`src/rtl/opsg_i2s_tx.sv`:
```
// opsg_i2s_tx: Philips-I2S transmitter for the OPSG stereo mix, with DC offset removal and per-frame sample capture.
module opsg_i2s_tx #(
  parameter int SAMPLE_WIDTH = 16,
  parameter int SLOT_WIDTH = 16,
  parameter int BCLK_DIV = 4,
  parameter int DC_OFFSET = 8192
) (
  input  logic                    clk,
  input  logic                    n_rst,
  input  logic                    en,
  input  logic [SAMPLE_WIDTH-1:0] audio_left,
  input  logic [SAMPLE_WIDTH-1:0] audio_right,
  output logic                    i2s_bclk,
  output logic                    i2s_lrclk,
  output logic                    i2s_sdata,
  output logic                    sample_strobe
);
  localparam int FW = 2 * SLOT_WIDTH;
  localparam int DW = BCLK_DIV > 1 ? $clog2(BCLK_DIV) : 1;
  localparam int BW = $clog2(FW);
  localparam logic [DW-1:0] DIV_MAX = DW'(BCLK_DIV - 1);
  localparam logic [BW-1:0] CNT_MAX = BW'(FW - 1);
  localparam logic [SAMPLE_WIDTH-1:0] OFS = SAMPLE_WIDTH'(DC_OFFSET);
  logic [DW-1:0] div;
  logic [BW-1:0] bit_cnt, cnt_nx;
  logic [FW-1:0] sh, sh_nx;
  logic [SAMPLE_WIDTH-1:0] hold_l, hold_r;
  logic wrap, fall;
  // The load in period 1 (one period after capture) provides the I2S one-bit delay behind LRCLK.
  always_comb begin
    wrap = en && div == DIV_MAX;
    fall = wrap && i2s_bclk;
    cnt_nx = bit_cnt == CNT_MAX ? '0 : bit_cnt + BW'(1);
    sh_nx = cnt_nx == BW'(1) ? (FW'(hold_l) << (FW - SAMPLE_WIDTH)) | (FW'(hold_r) << (SLOT_WIDTH - SAMPLE_WIDTH)) : sh << 1;
  end
  always_ff @(posedge clk or negedge n_rst)
    if (!n_rst) begin
      div <= '0;
      bit_cnt <= CNT_MAX;
      sh <= '0;
      hold_l <= '0;
      hold_r <= '0;
      i2s_bclk <= 1'b0;
      i2s_lrclk <= 1'b0;
      i2s_sdata <= 1'b0;
      sample_strobe <= 1'b0;
    end else if (en) begin
      div <= wrap ? '0 : div + DW'(1);
      if (wrap) i2s_bclk <= ~i2s_bclk;
      sample_strobe <= fall && cnt_nx == '0;
      if (fall) begin
        bit_cnt <= cnt_nx;
        i2s_lrclk <= cnt_nx >= BW'(SLOT_WIDTH);
        sh <= sh_nx;
        i2s_sdata <= sh_nx[FW-1];
        if (cnt_nx == '0) begin
          hold_l <= audio_left - OFS;
          hold_r <= audio_right - OFS;
        end
      end
    end else
      sample_strobe <= 1'b0;
endmodule

```
`config.mk`:
```
export PLATFORM = sky130hd
export DESIGN_NAME = opsg_i2s_tx
export DESIGN_NICKNAME = d
export VERILOG_FILES = /design/src/rtl/opsg_i2s_tx.sv
export SDC_FILE = /design/constraint.sdc
export NUM_CORES = 1
export LEC_CHECK = 0
export BUFFER_PORTS_ARGS = -buffer_cell sky130_fd_sc_hd__buf_4
export CAP_MARGIN = 30
export CORE_MARGIN = 3
export CORE_UTILIZATION = 50
export DETAILED_ROUTE_END_ITERATION = 8
export PLACE_DENSITY = 0.68
export SKIP_LAST_GASP = 1
export SLEW_MARGIN = 0
export SYNTH_ARGS = -nofsm -noshare
export SYNTH_HDL_FRONTEND = slang
export SYNTH_SLANG_ARGS = --single-unit
export TNS_END_PERCENT = 50
```
`constraint.sdc`:
```
create_clock -name clk -period 7 [get_ports clk]
set_input_delay 1.75 -clock clk [delete_from_list [all_inputs] [get_ports clk]]
set_output_delay 1.75 -clock clk [all_outputs]
set_load 0.02 [all_outputs]
```
==> flow_metrics.tcl, run 1 <==
set metrics [dict create \
    dieWidth_um 90.5 \
    finalHoldViolations 0 \
    io_buffers 38 \
    worst-setup-path-type "in2reg" \
    ctsHtreeMaxLevel 3 \
    status "completed" \
    worst_pin_slew_ns 0.917 \
    grt_start_max_net_pins 75 \
    num_vias 2438 \
    drive_gt1_frac 0.215 \
    total_leakage_power_nw 1.92 \
    holdPathStages 2 \
    seq_area_frac_synth 0.521 \
    setup_violations 0 \
    peakVddDrop_v 0.000170 \
    postSynthCellCount 312 \
    async_flop_share 1.00 \
    gp_congestion 0.695 \
    finalCritPeriodShare 0.513 \
    cts_setup_buffers 0 \
    clk_pin_slew_ns 0.07 \
    die_area_um2 8180 \
    tns_ns 0 \
    synth_most_common_cell "dfrtp_1" \
    grt_first_pass_wirelength_mm 11.3 \
    wl_mm 6.54 \
    netlist_top_cells_count "69 x dfrtp_1, 33 x nand3_1, 32 x a21oi_1" \
    synthToLayoutAreaGrowth_pct 14.2 \
    finalPower_mw 1.18 \
    internal_power_uw 801 \
    slew_viol_final 0 \
    cts_buffer_depth 2 \
    synth_edf_count 0 \
    fin_skew_ns 0.00602 \
    pwr-share-comb 0.240 \
    cp.required_ns 7.23 \
    vias_per_cell 5.54 \
    synth_top_area_frac 0.484 \
    maxCapViolCount 0 \
    worstPathMaxFanout 69 \
    coreArea_um2 6870 \
    rsz0062_at_grt "false" \
    synth_area_leader_cell "dfrtp_1" \
    syn_nets 354 \
    pwr-share-clk 0.269 \
    drc_errors 0 \
    dpl_cell_area_um2 3890 \
    cts_resized 0 \
    die_h_um 90.5 \
    ys_ff_latch 74 \
    fin_nets 381 \
    ios 39 \
    grt_pass1_vias 2466 \
    synthFlopType "dfrtp_1" \
    grt_use_total 0.169 \
    wl_per_cell_um 14.9 \
    r2r_cells 7 \
    start_util 0.519 \
    dr.pass1.iters 4 \
    cellPowerDensity_nw_per_um2 289 \
    crit_path_start_kind "input pin" \
    dp_hpwl_mm 3.78 \
    cp-end-kind "flop" \
    worstHoldPathType "reg2reg" \
    finalCriticalPeriod_ns 3.59 \
    syn-mean-instance-area_um2 11.4 \
    critPathArrivalTime_ns 3.82 \
    numCtsBuffers 9 \
    clk_latency_ns 0.35 \
    antenna_found_initial 0 \
    synthDistinctLibCells 30 \
    cts_root_buf "clkbuf_8" \
    drt-initial-drc-count 173 \
    diodes 0 \
    ant_nets 0 \
    synth_top_cells_by_area "dfrtp_1 48%, mux2_1 9.5%, a311o_1 8.7%, and2_1 5.4%, nand3_1 4.6%" \
    netlist_area_um2 3570 \
    fmax_ghz 0.279 \
    relSlewSlack 0.389 \
    cts_tree "yes" \
    power_switching_uw 378 \
    synth_warnings 0 \
    gr-total-overflow 0 \
    cts.sinks 74 \
    fp-row-count 30 \
    seq_power_share 0.492 \
    cts_hold_buf 0 \
    fin_area_um2 4070 \
    netSwitchingFraction 0.320 \
]
==> flip-flops by register name (all words and copies together), names as in the netlist <==
name,cells
hold_r,16
i2s_lrclk,1
hold_l,16
bit_cnt,5
sample_strobe,1
sh,31
i2s_bclk,1
i2s_sdata,1
div,2
==> kinds of logic after synthesis <==
kind of cell | after synthesis | share of synthesized area
XOR/XNOR | 3 | 0.00737
AO/OA/AOI/OAI | 71 | 0.149
AND/OR/NAND/NOR | 87 | 0.137
multiplexers | 35 | 0.110
adder cells (fa/ha/maj) | 7 | 0.0246
buffers and inverters | 35 | 0.0512
flip-flops | 74 | 0.521
==> through the flow <==
step / setup slack, ns / instances / hold slack (ns) / utilization
after floorplan: 4.05 / 312 / 0.442 / -
after global routing: 3.24 / 440 / 0.478 / 0.593
final: 3.41 / 440 / 0.465 / 0.593
after detailed placement: 3.05 / 424 / 0.454 / 0.566
after CTS: 3.42 / 440 / 0.466 / 0.593
after global placement: 2.80 / 422 / 0.450 / 0.560
==> metal layers <==
metal	track usage	vias to the layer above	routed length (µm)
met5	0	-	0
met4	0.0842	0	129
met3	0.0350	10	211
met2	0.276	30	3030
met1	0.214	1206	3170
li1	-	1192	-
==> placed cells by master, fill, tap and decap left out, types with 2 or more instances in the layout <==
| cell | netlist | layout |
|---|---|---|
| nand3_1 | 33 | 33 |
| o21ai_1 | 4 | 4 |
| clkbuf_8 | 0 | 9 |
| a21bo_2 | 2 | 2 |
| clkinv_2 | 0 | 4 |
| and2_1 | 31 | 31 |
| dfstp_2 | 5 | 5 |
| mux2_2 | 3 | 3 |
| a311o_1 | 31 | 31 |
| nor3_1 | 2 | 2 |
| a21oi_1 | 32 | 32 |
| ha_1 | 7 | 7 |
| nand2_1 | 12 | 12 |
| mux2_1 | 30 | 30 |
| xor2_1 | 2 | 2 |
| mux2i_1 | 2 | 2 |
| inv_1 | 8 | 8 |
| buf_4 | 0 | 41 |
| dfrtp_1 | 69 | 69 |
==> layout make-up <==
class                   count  area, µm²
clock buffers              10        128
clock inverters             6       57.6
fillers                   594       2800
inverters                   8       30.0
multi-input cells         203       1530
flip-flops and latches     74       1860
well taps                  96        120
repair buffers             43        350
==> power by group through the flow <==
stage / Combinational [mW] / Sequential, mW / Clock [mW]
finish: 0.283 / 0.579 / 0.316
global route: 0.318 / 0.591 / 0.342
CTS: 0.287 / 0.580 / 0.326
floorplan: 0.203 / 0.577 / 0
detailed placement: 0.286 / 0.588 / 0
global placement: 0.275 / 0.584 / 0
==> critical path: stages <==
cell,delay [ns]
buf_4,0.11
and3_2,0.17
buf_4,0.53
nand3b_1,0.21
a21oi_4,0.43
buf_16,0.23
mux2_1,0.34
==> path summary, 6_finish.rpt <==
kind	slack (ns)	endpoint	startpoint
setup / recovery	3.41	hold_r[4]	en
hold / removal	0.47	bit_cnt[4]	bit_cnt[4]
setup reg to reg	4.17	sh[10]	bit_cnt[0]
hold reg to reg	0.47	bit_cnt[4]	bit_cnt[4]
max in group asynchronous	4.87	hold_l[13]	n_rst
min in group asynchronous	1.53	hold_r[8]	n_rst
Note: power is estimated with default switching activity, not from simulation.
==> run 2, diff against run 1 <==
- ABC_AREA: unset -> 1
- clock period: 7 -> 3.7 ns (I/O delays scaled with it)
==> flow_metrics.tcl, run 2 <==
set metrics [dict create \
    dpl_cell_area_um2 3920 \
    internal_power_mw 1.36 \
    r2r_cells 10 \
    top_register "sh" \
    synthDistinctLibCells 22 \
    grt_use_total 0.191 \
    num_vias 2948 \
    synth_most_common_cell "nand2_1" \
    io_buffers 38 \
    cts.sinks 74 \
    drt-initial-drc-count 153 \
    diodes 0 \
    layout_common_cells "185 x nand2_1, 74 x inv_1, 69 x dfrtp_1, 45 x buf_4, 34 x nand3_1" \
    drc_errors 0 \
    cts_buffer_depth 2 \
    dr.pass1.iters 4 \
    ios 39 \
    dp_hpwl_mm 4.59 \
    wl_per_cell_um 12.5 \
    fmax_ghz 0.380 \
    hold_start "bit_cnt[4]" \
    gr-total-overflow 0 \
    vias_per_cell 4.99 \
    numCtsBuffers 9 \
    crit_path_start_kind "flop" \
    r2r_setup_slack_ns 1.07 \
    pwr-share-comb 0.275 \
    wl_mm 7.36 \
    final_cells 591 \
    cts_hold_buf 0 \
    netlist_top_cells_count "185 x nand2_1, 74 x inv_1, 69 x dfrtp_1" \
    top_regs "sh: 31 flops, hold_l: 16 flops, hold_r: 16 flops" \
    grt_pass1_vias 2858 \
    critPathArrivalTime_ns 2.86 \
    worstHoldPathType "reg2reg" \
    synth_area_leader_cell "dfrtp_1" \
    synth_top_area_frac 0.480 \
    finalHoldViolations 0 \
    synthFlopType "dfrtp_1" \
    syn-mean-instance-area_um2 7.81 \
    worstPathMaxFanout 34 \
    synthToLayoutAreaGrowth_pct 13.2 \
    coreArea_um2 6870 \
    ctsHtreeMaxLevel 3 \
    holdPathStages 2 \
    status "completed" \
    whs_endpoint "bit_cnt[4]" \
    die_area_um2 8250 \
    start_util 0.524 \
    cts_setup_buffers 0 \
    fp-row-count 30 \
    worst_pin_slew_ns 0.903 \
    postSynthCellCount 461 \
    dieWidth_um 90.8 \
    post-route-util 0.593 \
    power_switching_uw 759 \
    die_h_um 90.8 \
    finalCriticalPeriod_ns 2.63 \
    worst-setup-path-type "reg2reg" \
    fin_skew_ns 0.00995 \
    r2r-end "hold_r[11]" \
    gp_congestion 0.800 \
    seq_area_frac_synth 0.516 \
    rr_startpoint "bit_cnt[0]" \
    hold_ws_ns 0.475 \
    grt_start_max_net_pins 75 \
    ant_nets 0 \
    place_inst 576 \
    synth_edf_count 0 \
    syn_nets 503 \
    final.fill_count 646 \
    total_leakage_power_nw 2.23 \
    synth_warnings 0 \
    pwr-share-clk 0.246 \
    netlist_area_um2 3600 \
    async_flop_share 1.00 \
    tns_ns 0 \
    cp.required_ns 3.93 \
    synth_top_cells_by_area "dfrtp_1 48%, nand2_1 19%, inv_1 7.7%, nand4_1 5.6%, nand3_1 4.7%" \
    grt_first_pass_wirelength_mm 12.8 \
    netSwitchingFraction 0.359 \
    peakVddDrop_v 0.000254 \
    largest_reg_flops 31 \
    finalCritPeriodShare 0.711 \
    cts_tree "yes" \
    relSlewSlack 0.398 \
    cts_resized 0 \
    seq_power_share 0.479 \
    clk_latency_ns 0.34 \
    drive_gt1_frac 0.141 \
    final_common_cell "nand2_1" \
    cts_root_buf "clkbuf_8" \
    clk_pin_slew_ns 0.08 \
    maxCapViolCount 0 \
    cellPowerDensity_nw_per_um2 520 \
    antenna_found_initial 0 \
    cp-end-kind "flop" \
    rsz0062_at_grt "false" \
    ys_ff_latch 74 \
    setup_violations 0 \
    fin_nets 533 \
    slew_viol_final 0 \
    fin_area_um2 4070 \
]
[run 2: layout make-up]
| class | count | area [µm²] | share of cell area |
|---|---|---|---|
| Sequential cell | 74 | 1860 | 0.456 |
| Clock inverter | 4 | 20.0 | 0.00492 |
| Inverter | 75 | 283 | 0.0694 |
| Tap cell | 96 | 120 | 0.0295 |
| Multi-Input combinational cell | 286 | 1320 | 0.325 |
| Timing Repair Buffer | 45 | 338 | 0.0829 |
| Clock buffer | 11 | 131 | 0.0323 |
[run 2: per-stage QoR]
| step | worst slack (ns) | power (mW) |
|---|---|---|
| final | 1.07 | 2.12 |
| after global routing | 0.838 | 2.27 |
| after CTS | 1.07 | 2.14 |
| after detailed placement | 1.07 | 1.61 |
| after global placement | 1.14 | 1.59 |
| after floorplan | 1.74 | 1.42 |
[run 2: cell families (layout without fill, tap and decap cells)]
group | count (synthesis) | count (layout) | synth area share
muxes | 1 | 1 | 0.00313
AOI/OAI and AO/OA | 16 | 16 | 0.0226
xor gates and xnor gates | 2 | 2 | 0.00487
DFF | 74 | 74 | 0.516
and+or+nand+nor | 260 | 260 | 0.312
buffers and inverters | 101 | 135 | 0.117
adders and majority gates | 7 | 7 | 0.0243
[run 2: power by group through the flow]
stage | sequential, mW | combinational, mW | clock [mW]
floorplan | 1.02 | 0.402 | 0
global placement | 1.02 | 0.568 | 0
detailed placement | 1.03 | 0.584 | 0
CTS | 1.01 | 0.585 | 0.539
global route | 1.03 | 0.663 | 0.575
finish | 1.01 | 0.581 | 0.521
[run 2: how the worst max path moves through the flow]
stage,from,endpoint,slack (ns),depth (start not counted)
floorplan,bit_cnt[0],sh[22],1.74,9
global placement,bit_cnt[0],hold_r[11],1.14,10
detailed placement,bit_cnt[0],hold_r[11],1.07,10
CTS,bit_cnt[0],hold_r[11],1.07,10
global route,bit_cnt[0],hold_r[3],0.84,10
finish,bit_cnt[0],hold_r[11],1.07,10
[run 2: worst max-delay path, stage by stage, from the launching register on]
cell,delay (ns)
dfstp_2,0.39
ha_1,0.21
nand2_1,0.08
nor2_1,0.05
ha_1,0.18
inv_1,0.10
nand3_2,0.59
nand4_2,0.31
clkinv_2,0.35
nand2_1,0.18
nand2_1,0.06
[run 2: per-layer routing]
layer  global-route usage  routed length (µm)  vias up
li1                     -                   -     1481
met1                0.245                3510     1384
met2                0.311                3400       74
met3               0.0475                 335        9
met4               0.0741                 114        0
met5                    0                   0        -
